--- src/rtl/debug_link_pkg.sv ---
// Shared constants and types for the CPU serial debug link framing.
package debug_link_pkg;
   localparam logic [7:0] DBG_SYNC_BYTE      = 8'hA5;
   localparam int         DBG_NUM_PORTS      = 7;
   localparam int         DBG_BYTES_PER_PORT = 3;
   localparam int         DBG_PAYLOAD_BYTES  = DBG_NUM_PORTS * DBG_BYTES_PER_PORT;
   localparam int         DBG_FRAME_BYTES    = DBG_PAYLOAD_BYTES + 2;
   localparam int         DBG_SNAP_W         = DBG_PAYLOAD_BYTES * 8;
   localparam int         UART_FRAME_BITS    = 10;

   typedef logic [4:0] dbg_byte_idx_t;

   typedef enum logic {
      ST_IDLE,
      ST_SEND
   } dbg_state_e;

   // Frame index 1..DBG_PAYLOAD_BYTES maps MSB-first onto the snapshot; other indices give 0.
   function automatic logic [7:0] dbg_snap_byte(input logic [DBG_SNAP_W-1:0] snap,
                                                input dbg_byte_idx_t         idx);
      logic [7:0] b;
      b = '0;
      for (int i = 0; i < DBG_PAYLOAD_BYTES; i++) begin
         if (idx == dbg_byte_idx_t'(i + 1)) begin
            b = snap[DBG_SNAP_W-1-8*i -: 8];
         end
      end
      return b;
   endfunction
endpackage

--- src/rtl/uart_tx_byte.sv ---
// 8N1 byte serialiser: tx drops to the start bit the cycle after valid&&ready, each bit held CLKS_PER_BIT cycles.
// ready is high when idle or on the byte_done cycle, so a waiting byte follows the stop bit with no gap.
module uart_tx_byte
   import debug_link_pkg::*;
#(
   parameter int CLKS_PER_BIT = 434
) (
   input  logic       clk,
   input  logic       nreset,
   input  logic [7:0] data,
   input  logic       valid,
   output logic       ready,
   output logic       tx,
   output logic       byte_done
);
   localparam int               CNT_W    = $clog2(CLKS_PER_BIT);
   localparam logic [CNT_W-1:0] CNT_MAX  = CNT_W'(CLKS_PER_BIT - 1);
   localparam logic [3:0]       LAST_BIT = 4'(UART_FRAME_BITS - 1);

   logic             r_active;
   logic [CNT_W-1:0] r_baud_cnt;
   logic [3:0]       r_bit_idx;
   logic [8:0]       r_shift;
   logic             r_tx;

   logic w_bit_end;
   logic w_load;

   assign w_bit_end = r_active && (r_baud_cnt == CNT_MAX);
   assign byte_done = w_bit_end && (r_bit_idx == LAST_BIT);
   assign ready     = !r_active || byte_done;
   assign w_load    = valid && ready;
   assign tx        = r_tx;

   // r_shift carries the data bits with the stop bit behind them, so the stop level falls out of the shift.
   always_ff @(posedge clk or negedge nreset) begin
      if (!nreset) begin
         r_active   <= 1'b0;
         r_baud_cnt <= '0;
         r_bit_idx  <= '0;
         r_shift    <= '0;
         r_tx       <= 1'b1;
      end else if (w_load) begin
         r_active   <= 1'b1;
         r_baud_cnt <= '0;
         r_bit_idx  <= '0;
         r_shift    <= {1'b1, data};
         r_tx       <= 1'b0;
      end else if (w_bit_end) begin
         r_baud_cnt <= '0;
         if (r_bit_idx == LAST_BIT) begin
            r_active <= 1'b0;
            r_tx     <= 1'b1;
         end else begin
            r_bit_idx <= r_bit_idx + 4'd1;
            r_tx      <= r_shift[0];
            r_shift   <= {1'b1, r_shift[8:1]};
         end
      end else if (r_active) begin
         r_baud_cnt <= r_baud_cnt + CNT_W'(1);
      end
   end
endmodule

--- src/rtl/debug_uart_tx.sv ---
// Snapshots seven 24-bit debug ports on start and sends SYNC, 21 payload bytes and a mod-256 checksum over 8N1.
// start is ignored while busy; done pulses with busy low the cycle after the last stop bit, where start is accepted again.
module debug_uart_tx
   import debug_link_pkg::*;
#(
   parameter int         CLKS_PER_BIT = 434,
   parameter logic [7:0] SYNC_BYTE    = DBG_SYNC_BYTE
) (
   input  logic        clk,
   input  logic        nreset,
   input  logic        start,
   input  logic [23:0] debug_port1,
   input  logic [23:0] debug_port2,
   input  logic [23:0] debug_port3,
   input  logic [23:0] debug_port4,
   input  logic [23:0] debug_port5,
   input  logic [23:0] debug_port6,
   input  logic [23:0] debug_port7,
   output logic        tx,
   output logic        busy,
   output logic        done
);
   localparam dbg_byte_idx_t LAST_IDX = dbg_byte_idx_t'(DBG_FRAME_BYTES - 1);

   dbg_state_e              r_state;
   dbg_state_e              w_state_nxt;
   logic [DBG_SNAP_W-1:0]   r_snap;
   dbg_byte_idx_t           r_byte_idx;
   logic [7:0]              r_csum;
   logic                    r_done;

   dbg_byte_idx_t w_idx_nxt;
   logic          w_valid;
   logic          w_ready;
   logic          w_byte_done;
   logic          w_accept;
   logic          w_last;
   logic          w_add_csum;
   logic [7:0]    w_data;

   assign w_idx_nxt = r_byte_idx + 5'd1;
   assign busy      = (r_state == ST_SEND);
   assign done      = r_done;

   always_ff @(posedge clk or negedge nreset) begin
      if (!nreset) begin
         r_state <= ST_IDLE;
      end else begin
         r_state <= w_state_nxt;
      end
   end

   // The next byte is chosen on the byte_done cycle so the serialiser never idles mid-frame.
   always_comb begin
      w_state_nxt = r_state;
      w_valid     = 1'b0;
      w_accept    = 1'b0;
      w_last      = 1'b0;
      w_add_csum  = 1'b0;
      w_data      = SYNC_BYTE;
      case (r_state)
         ST_IDLE: begin
            if (start && w_ready) begin
               w_accept    = 1'b1;
               w_valid     = 1'b1;
               w_state_nxt = ST_SEND;
            end
         end
         ST_SEND: begin
            if (w_byte_done) begin
               if (r_byte_idx == LAST_IDX) begin
                  w_last      = 1'b1;
                  w_state_nxt = ST_IDLE;
               end else begin
                  w_valid = 1'b1;
                  if (w_idx_nxt == LAST_IDX) begin
                     w_data = r_csum;
                  end else begin
                     w_data     = dbg_snap_byte(r_snap, w_idx_nxt);
                     w_add_csum = 1'b1;
                  end
               end
            end
         end
         default: w_state_nxt = ST_IDLE;
      endcase
   end

   always_ff @(posedge clk or negedge nreset) begin
      if (!nreset) begin
         r_snap     <= '0;
         r_byte_idx <= '0;
         r_csum     <= '0;
         r_done     <= 1'b0;
      end else begin
         r_done <= w_last;
         if (w_accept) begin
            r_snap     <= {debug_port1, debug_port2, debug_port3, debug_port4,
                           debug_port5, debug_port6, debug_port7};
            r_byte_idx <= '0;
            r_csum     <= '0;
         end else if (w_valid) begin
            r_byte_idx <= w_idx_nxt;
            if (w_add_csum) begin
               r_csum <= r_csum + w_data;
            end
         end
      end
   end

   uart_tx_byte #(
      .CLKS_PER_BIT(CLKS_PER_BIT)
   ) u_tx_byte (
      .clk      (clk),
      .nreset   (nreset),
      .data     (w_data),
      .valid    (w_valid),
      .ready    (w_ready),
      .tx       (tx),
      .byte_done(w_byte_done)
   );
endmodule

--- config.mk ---
export PLATFORM = sky130hd
export DESIGN_NAME = debug_uart_tx
export DESIGN_NICKNAME = d
export VERILOG_FILES = /design/src/rtl/debug_link_pkg.sv /design/src/rtl/uart_tx_byte.sv /design/src/rtl/debug_uart_tx.sv
export SDC_FILE = /design/constraint.sdc
export NUM_CORES = 1
export LEC_CHECK = 0
export BUFFER_PORTS_ARGS = -buffer_cell sky130_fd_sc_hd__buf_2
export CAP_MARGIN = 20
export CELL_PAD_IN_SITES_DETAIL_PLACEMENT = 1
export CELL_PAD_IN_SITES_GLOBAL_PLACEMENT = 2
export CORE_MARGIN = 3
export CORE_UTILIZATION = 40
export DETAILED_ROUTE_END_ITERATION = 7
export PLACE_DENSITY = 0.95
export SLEW_MARGIN = 20
export SYNTH_ARGS = -nofsm -noshare
export SYNTH_HDL_FRONTEND = slang
export SYNTH_HIERARCHICAL = 1
export SYNTH_SLANG_ARGS = --single-unit
--- constraint.sdc ---
create_clock -name clk -period 8.05 [get_ports clk]
set_input_delay 1.61 -clock clk [delete_from_list [all_inputs] [get_ports clk]]
set_output_delay 1.61 -clock clk [all_outputs]
set_load 0.05 [all_outputs]
# After elaboration in Yosys (flattened, before gate mapping)
# Cells that the tools add are included.
[word_totals]
regBits = 207
in_bits = 171
out_inout_bits = 3
word_cells = 114
[op_classes]
addsub = 4
eq_ne = 26
muxes = 59
n_bitwise = 1
n_reduce_logical = 14
[op_table]
columns = ["op", "n"]
rows = [
  ["$mux 8", 28],
  ["$mux 9", 6],
  ["$eq 5x4->1 const B", 8],
  ["$eq 5x5->1 const B", 8],
  ["$eq 5x3->1 const B", 4],
  ["$mux 1", 18],
  ["$mux 4", 3],
  ["$eq 5x2->1 const B", 2],
  ["$mux 5", 2],
  ["$add 9x1->9 const B", 1],
  ["$eq 9x9->1 const B", 1],
  ["$add 8x8->8", 1],
  ["$reduce_bool 2->1", 4],
  ["$reduce_and 2->1", 3],
  ["$add 5x1->5 const B", 1],
  ["$eq 5x1->1 const B", 1],
  ["$add 4x1->4 const B", 1],
  ["$eq 4x4->1 const B", 1],
  ["$logic_and 1x1->1", 4],
  ["$pmux 1 s2", 2],
  ["$reduce_bool 3->1", 1],
  ["$ne 2x1->1 const B", 1],
  ["$logic_not 1->1", 1],
  ["$logic_or 1x1->1", 1],
  ["$not 1->1", 1],
]

# Depth between registers and ports, before layout
# Gate-level depths: netlist of run 1.
[depth]
ltp_word = 31
depth_mapped = 24
depth_no_buf = 22

# Hierarchy
# Netlist of run 1, hierarchy kept.
[by_module_without_submodules]
columns = ["mod", "n_inst", "cells_per_inst", "area_each_um2", "seq_area_each_um2"]
rows = [
  ["debug_uart_tx", 1, 856, 9386.5, 4579.4],
  ["uart_tx_byte", 1, 109, 1312.5, 601.8],
]

# Worst setup path after synthesis of run 1
# Ideal clock, no wire load.
[synth_path]
path_type = "register to register"
start = "register r_byte_idx[0]"
end = "register r_csum[7]"
setup_ns = 0.129
arrival_time_ns = 4.119
required_time_ns = 7.921
slack_ns = 3.802
stages_incl_launch_ff = 22
n_path_buf = 3
synth_period_minus_slack_ns = 4.248
path_cell_list = "dfrtp_1 ha_1 buf_2 or3_1 o22ai_1 clkbuf_1 and2_1 clkbuf_1 a311oi_1 nand2_1 o221ai_1 a211oi_1 ha_1 a21o_1 a21oi_1 o21ai_0 o21ai_0 nand2b_1 a21oi_1 xnor2_1 o211ai_1 o31ai_1"
[synth_via]
elab_chain_len = 31
elab_cells_between_ends = 63
cone_classes = "add/sub: 2; eq/ne: 23; mux: 35; reduce/logical: 3"
[synth_rtl]
columns = ["item", "line_no", "text"]
rows = [
  ["start, declared", "debug_uart_tx.sv:28", "dbg_byte_idx_t r_byte_idx;"],
  ["start signal, assigned", "debug_uart_tx.sv:103", "r_byte_idx <= w_idx_nxt;"],
  ["$add 5x1->5", "debug_uart_tx.sv:41", "assign w_idx_nxt = r_byte_idx + 5'd1;"],
  ["$eq 5x1->1", "debug_link_pkg.sv:24", "if (idx == dbg_byte_idx_t'(i + 1)) begin"],
  ["$mux 8 (21 in a row)", "debug_link_pkg.sv:24", ""],
  ["$mux 8", "debug_uart_tx.sv:76", "if (w_idx_nxt == LAST_IDX) begin"],
  ["$mux 8 *", "debug_uart_tx.sv:71", "if (r_byte_idx == LAST_IDX) begin"],
  ["$mux 8 *", "debug_uart_tx.sv:70", "if (w_byte_done) begin"],
  ["$mux 8 *", "debug_uart_tx.sv:61", "case (r_state)"],
  ["named net w_data[1]", "debug_uart_tx.sv:39", "logic [7:0] w_data;"],
  ["$add 8x8->8 *", "debug_uart_tx.sv:105", "r_csum <= r_csum + w_data;"],
  ["$mux 8 *", "debug_uart_tx.sv:104", "if (w_add_csum) begin"],
  ["$mux 8 *", "debug_uart_tx.sv:102", "end else if (w_valid) begin"],
  ["$mux 8 *", "debug_uart_tx.sv:97", "if (w_accept) begin"],
  ["end signal, assigned", "debug_uart_tx.sv:105", ""],
  ["end, declared", "debug_uart_tx.sv:29", "logic [7:0] r_csum;"],
]
# Mark *: on every way through the listed nets, which the timed path passes. The rest lies on a longest branch. The select of a mux whose other input is x is not followed.
# A chain may end at the register's enable or synchronous reset.

# Final worst setup path of run 1
# Same ends and word-level chain as after synthesis.

==> qor.yml, run 1 <==
nNetsFinal: 1298
ctsHoldBuffers: 0
fin_util_pct: 48.1
ios: 174
maxSlewHeadroom_pct: 23.4
dp_hpwl_um: 23700
synth_nets: 1153
timing.rr.start: "r_byte_idx[0]"
start_util_pct: 40.8
required_ps: 8430
dieArea_um2: 28700
synth_ff_type: "dfrtp_1"
grt-ovfl-total: 0
setup_tns_ps: 0
antenna_found_initial: 0
syn_area_um2: 10700
most-common-layout-cells: "dfrtp_1 (206), mux2_2 (172), buf_2 (172)"
core_area_um2: 26200
finalSetupViolCount: 0
clock_skew_ps: 11.1
synth.distinct_cells: 78
grt_max_degree: 181
port_buffers: 173
critical-path-top-delay-family: "compound AO/OA/AOI/OAI gates"
cts.sinks: 207
cts_setup_buffers: 0
synth-edff-count: 0
startpoint_type: "register"
final_common_cell: "dfrtp_1"
cp_cell_sequence: "ha_1, nand3_4, xnor2_4, and2_1, nand2_1, a21oi_1, a21oi_1, a21oi_1, o21ai_0, a211oi_1, ha_1, a21o_1, a21oi_1, o21ai_0, o21ai_0, nand2b_1, a21oi_1, xnor2_1, o211ai_1, o31ai_1"
slowest_stage: "and2_1"
cts_buffer_depth: 3
critPathLaunch: "r_byte_idx[0]"
area_delta_synth_final_pct: 17.9
rsz0062_at_grt: "no"
fmax_ghz: 0.173
numCtsBuffers: 24
cp.buffers_inverters: 0
cts.clk_slew.worst_paths_ps: 60
grt_pass1_vias: 9003
hold_class: "register to register"
clk_latency_ps: 520
drt_iter0_markers: 708
drv_cap: 0
ir_drop_uv: 143
crit_type: "register to register"
ys_warn_count: 6
ys_ff_latch: 207
fp.dieH_um: 170
cp_max_fo: 22
power_density_nw_per_um2: 179
syn_area_per_cell_um2: 11.1
drc: 0
grt_usage_pct: 22.2
syn_inst: 965
vias: 8390
dr.pass1.iters: 5
critical_path.most_common_cell: "a21oi_1"
hold_path_startpoint: "u_tx_byte/r_shift[7]"
outcome: "finished, final reports clean"
gp_congestion: 0.911
worstPathArrival_ps: 6160
cts_resized: 0
crit_path_end_kind: "register"
ant_nets: 0
worst_pin_slew_ps: 1150
crit_path_max_incr_delay_ps: 710
clock-root-buffer: "clkbuf_16"
period_share_pct: 71.7
cts_max_level: 1
cts_tree: "done"
grt_pass1_wl_um: 50400
drive_gt1_share_pct: 37.1
wl_per_cell_um: 22.2
die_w_um: 170
ys_async_sr_fraction_pct: 100
hold_viol: 0
rows: 59
power_leakage_nw: 6.29
avgViaCountPerCell: 5.74
final_max_slew_viol_count: 0
ys_seq_area_share_pct: 48.4
layout_min_cycle_time_ps: 5780
routed_wl_um: 32400
antenna_cells: 0
==> sequential cells by signal (all words and copies together) (netlist names) <==
register,count
busy,1
u_tx_byte/r_baud_cnt,9
u_tx_byte/r_bit_idx,4
r_csum,8
r_snap,168
u_tx_byte/r_shift,9
u_tx_byte/r_active,1
done,1
r_byte_idx,5
u_tx_byte/tx,1
==> area by class of cell <==
type	instances	area, µm²
fill	2863	13600
multi-input combinational	686	5190
sequential	207	5180
timing repair buffer	181	947
clock buffer	34	719
tap	335	419
clock inverter	9	120
inverter	10	37.5
==> logic make-up after synthesis <==
family          after synthesis  share of synthesized area [%]
simple gates                249                           11.7
compound gates              223                           13.9
flops                       207                           48.4
mux                         182                           19.4
buf+inv                      72                           3.11
fa+ha+maj                    17                           2.06
xor+xnor                     15                           1.40
==> per-layer routing <==
layer  GRT usage [%]  vias up  share of wire (%)  routed length, µm
li1                -     3833                  -                  -
met1            29.9     4268                 44              14200
met5               0        -                  0                  0
met4            5.65        0                2.5                804
met3            2.82       47                4.3               1390
met2            38.0      242                 49              16000
==> worst paths after layout <==
path	to	slack [ps]	cells past startpoint
max	r_csum[7]	2270	20
min	u_tx_byte/r_shift[7]	490	1
max reg2reg	r_csum[7]	2270	20
min reg2reg	u_tx_byte/r_shift[7]	490	1
max in group asynchronous	r_snap[106]	5570	2
min in group asynchronous	r_snap[158]	1090	1
==> through the flow <==
stage	hold slack [ps]	setup WS (ps)	total power (W)	std cells	instance area, µm²
after CTS	490	2390	0.00228	1462	12600
after floorplan	436	3800	0.00106	965	10700
after global placement	458	2640	0.00113	1419	11800
after detailed placement	463	2480	0.00113	1419	11800
final	487	2270	0.00226	1462	12600
after global routing	509	1800	0.00233	1462	12600
==> where the power goes <==
| group | leakage [nW] | internal (W) | total, W | switching, W |
|---|---|---|---|---|
| clock network | 0.421 | 0.000715 | 0.00115 | 0.000434 |
| logic | 3.07 | 0.0000304 | 0.0000668 | 0.0000363 |
| registers | 2.80 | 0.00104 | 0.00104 | 0 |
==> Yosys cell counts, drive strengths merged, types with 5 or more instances <==
| library cell | count | area share (%) |
|---|---|---|
| dfrtp | 206 | 48 |
| a211oi | 9 | 0.63 |
| nor3 | 16 | 0.75 |
| a21oi | 54 | 2.5 |
| nand4 | 5 | 0.29 |
| or3 | 5 | 0.30 |
| a311oi | 5 | 0.41 |
| o31ai | 8 | 0.61 |
| o211ai | 8 | 0.56 |
| clkbuf | 42 | 1.5 |
| o22ai | 17 | 0.99 |
| nand3 | 37 | 1.8 |
| a22oi | 6 | 0.42 |
| nor4 | 6 | 0.49 |
| a21o | 8 | 0.56 |
| xor2 | 6 | 0.49 |
| nand3b | 7 | 0.49 |
| o221ai | 8 | 0.65 |
| nand2b | 5 | 0.29 |
| mux2 | 182 | 19 |
| a22o | 5 | 0.44 |
| and2 | 10 | 0.61 |
| xnor2 | 9 | 0.91 |
| o21ai | 52 | 2.4 |
| nand2 | 82 | 3.0 |
| buf | 20 | 1.3 |
| a221oi | 6 | 0.49 |
| ha | 16 | 1.9 |
| a31oi | 10 | 0.73 |
| inv | 10 | 0.35 |
| and3 | 7 | 0.41 |
| nor2 | 48 | 1.7 |
| nor2b | 12 | 0.70 |
Note: power is estimated with default switching activity, not from simulation.
==> run 2: changes to the inputs <==
--- a/config.mk
+++ b/config.mk
@@ -10,9 +10,9 @@
 export CELL_PAD_IN_SITES_DETAIL_PLACEMENT = 1
 export CELL_PAD_IN_SITES_GLOBAL_PLACEMENT = 2
 export CORE_MARGIN = 3
-export CORE_UTILIZATION = 40
+export CORE_UTILIZATION = 33
 export DETAILED_ROUTE_END_ITERATION = 7
-export PLACE_DENSITY = 0.95
+export PLACE_DENSITY = 0.86
 export SLEW_MARGIN = 20
 export SYNTH_ARGS = -nofsm -noshare
 export SYNTH_HDL_FRONTEND = slang
==> constraint.sdc (replaced) <==
create_clock -name clk -period 4.85 [get_ports clk]
set_input_delay 0.97 -clock clk [delete_from_list [all_inputs] [get_ports clk]]
set_output_delay 0.97 -clock clk [all_outputs]
set_load 0.05 [all_outputs]
==> run 2 against run 1 <==
Register-to-register slack worse by 1900 ps; via count grew 1.3%; worst hold slack got worse by 7.9 ps; final area is 2.9% higher; non-clock buffer count is 39 higher; critical path depth did not move; global-route usage is 2.8 points lower; utilization down 7.2 points; critical path type unchanged.
==> qor.yml, run 2 (synthesis results as in run 1) <==
outcome: "finished, final reports clean"
drv_cap: 0  # unchanged
wl_per_cell_um: 21.7  # -2.0%
crit_type: "register to register"
min_to: "u_tx_byte/r_shift[8]"
ant_nets: 0  # unchanged
setup_tns_ps: 0  # unchanged
met1_usage_pct: 27.1  # -2.9 points
cts.sinks: 207  # unchanged
dieArea_um2: 34600  # +20%
clock-root-buffer: "clkbuf_16"
antenna_cells: 0  # unchanged
port_buffers: 173  # unchanged
cts_max_level: 1  # unchanged
dpl_cell_area_um2: 12100  # +2.9%
dr.pass1.iters: 5  # unchanged
power_leakage_nw: 6.45  # +2.5%
die_w_um: 186  # +9.7%
rows: 65  # +10%
grt-ovfl-total: 0  # unchanged
start_util_pct: 33.7  # -7.1 points
ir_drop_uv: 208  # +45%
hold_depth: 1  # unchanged
numCtsBuffers: 23  # -4.2%
gp_congestion: 0.886  # -2.8%
timing.rr.start: "r_byte_idx[1]"
fp.dieH_um: 186  # +9.7%
grt_pass1_wl_um: 52300  # +3.7%
regMostFlops: "r_snap"
dp_hpwl_um: 25200  # +6.4%
startpoint_type: "register"
most-common-layout-cells: "dfrtp_1 (202), mux2_2 (172), buf_2 (172)"
busiest_layer: "met2"
reg2regPathDepth: 20  # unchanged
clock_skew_ps: 23.6  # +12.5 ps
whs_ps: 479  # -7.93 ps
r2r_slack_ps: 330  # -1950 ps
clk_latency_ps: 530  # about the same
drt_iter0_markers: 670  # -5.4%
cts.clk_slew.worst_paths_ps: 60  # about the same
hold_path_startpoint: "u_tx_byte/r_shift[8]"
drc: 0  # unchanged
grt_usage_pct: 19.4  # -2.8 points
maxSlewHeadroom_pct: 28.9  # +5.5 points
grt_max_degree: 180  # -0.55%
final_max_slew_viol_count: 0  # unchanged
r2r_end: "r_csum[6]"
vias: 8502  # +1.3%
fmax_ghz: 0.221  # +28%
final_common_cell: "dfrtp_1"
grt_pass1_vias: 9018  # +0.17%
routed_wl_um: 33900  # +4.7%
pre_cts_ws_ps: 120  # -2360 ps
crit_path_end_kind: "register"
worst_pin_slew_ps: 1070  # -82.1 ps
worst_slack_ps: 327  # -1950 ps
largest_reg_flops: 168  # unchanged
worstPathArrival_ps: 4890  # -1270 ps
period_share_pct: 93.2  # +22 points
required_ps: 5220  # -3210 ps
cts_tree: "done"
drive_gt1_share_pct: 39.9  # +2.8 points
total_power_w: 0.00367  # +63%
final_cell_area_um2: 13000  # +2.9%
avgViaCountPerCell: 5.44  # -5.2%
largestRegisters: "r_snap (168), u_tx_byte/r_baud_cnt (9), u_tx_byte/r_shift (9)"
nNetsFinal: 1336  # +2.9%
nFillCells: 3546  # +24%
area_delta_synth_final_pct: 21.4
power_density_nw_per_um2: 283  # +58%
globalRouteMet3Util_pct: 2.52  # -0.30 points
layout_min_cycle_time_ps: 4520  # -1250 ps
cts_buffer_depth: 3  # unchanged
hold_class: "register to register"
cp_max_fo: 10  # -55%
finalSetupViolCount: 0  # unchanged
antenna_found_initial: 0  # unchanged
core_area_um2: 31700  # +21%
ios: 174  # unchanged
grtUsageMet2_pct: 32.4  # -5.6 points
hold_viol: 0  # unchanged
[run 2: changes by cell type in the layout (fill, tap and decap cells not counted), sizes merged]
cell and change:
buf +39, clkbuf -5, bufinv +1, clkinv -1
[run 2: repair_timing]
| action | in CTS | in global routing |
|---|---|---|
| setup endpoints to repair | 0 | 2 |
| hold buffers | 0 | 0 |
| setup buffers | 0 | 6 |
| gates resized for setup | 0 | 14 |
[run 2: final cells by class]
| type | instances | area, µm² | share of cell area (%) |
|---|---|---|---|
| clock buffers | 29 | 628 | 4.84 |
| clock inverters | 9 | 149 | 1.15 |
| flip-flops and latches | 207 | 5190 | 39.9 |
| multi-input cells | 686 | 5230 | 40.3 |
| inverters | 10 | 37.5 | 0.289 |
| repair buffers | 220 | 1250 | 9.65 |
| well taps | 402 | 503 | 3.87 |
[run 2: worst max path at each step]
stage	startpoint	to	slack, ps	depth (start not counted)
2_1_floorplan	r_byte_idx[0]	r_csum[7]	600	21
3_3_place_gp	r_byte_idx[0]	r_csum[7]	270	20
3_5_place_dp	r_byte_idx[0]	r_csum[7]	120	20
4_1_cts	r_byte_idx[0]	r_csum[7]	100	20
5_1_grt	r_byte_idx[1]	r_csum[7]	-10	19
6_report	r_byte_idx[1]	r_csum[6]	330	20
[run 2: worst max-delay path, cell delays in order (launching register included)]
cell	delay (ps)
dfrtp_2	430
ha_2	240
nand3_4	130
xnor2_4	220
buf_4	200
and2_1	250
nand2_2	140
nand2_1	130
a311o_1	350
a21oi_1	130
o21ai_0	150
a211oi_1	300
a211oi_1	110
ha_1	230
fa_1	400
a21o_1	180
a21o_1	200
a21o_1	190
a21oi_1	160
xor2_1	150
o21ai_0	90
[run 2: routing by layer]
metal,routed length (µm),part of all wire (%),vias to the layer above
met1,15400,45,4308
met4,709,2.1,0
met2,16200,48,230
li1,-,-,3912
met3,1620,4.8,52
met5,0,0,-
[run 2: through the flow]
step	utilization, %	cells
6_report	40.9	1563
5_1_grt	40.9	1563
4_1_cts	40.6	1557
3_5_place_dp	38.2	1519
3_3_place_gp	38.2	1519
2_1_floorplan	-	965
[run 2: power breakdown]
part,internal (W),switching (W),total (W)
combinational,0.0000517,0.0000610,0.000113
sequential,0.00173,0,0.00173
clock,0.00112,0.000709,0.00183
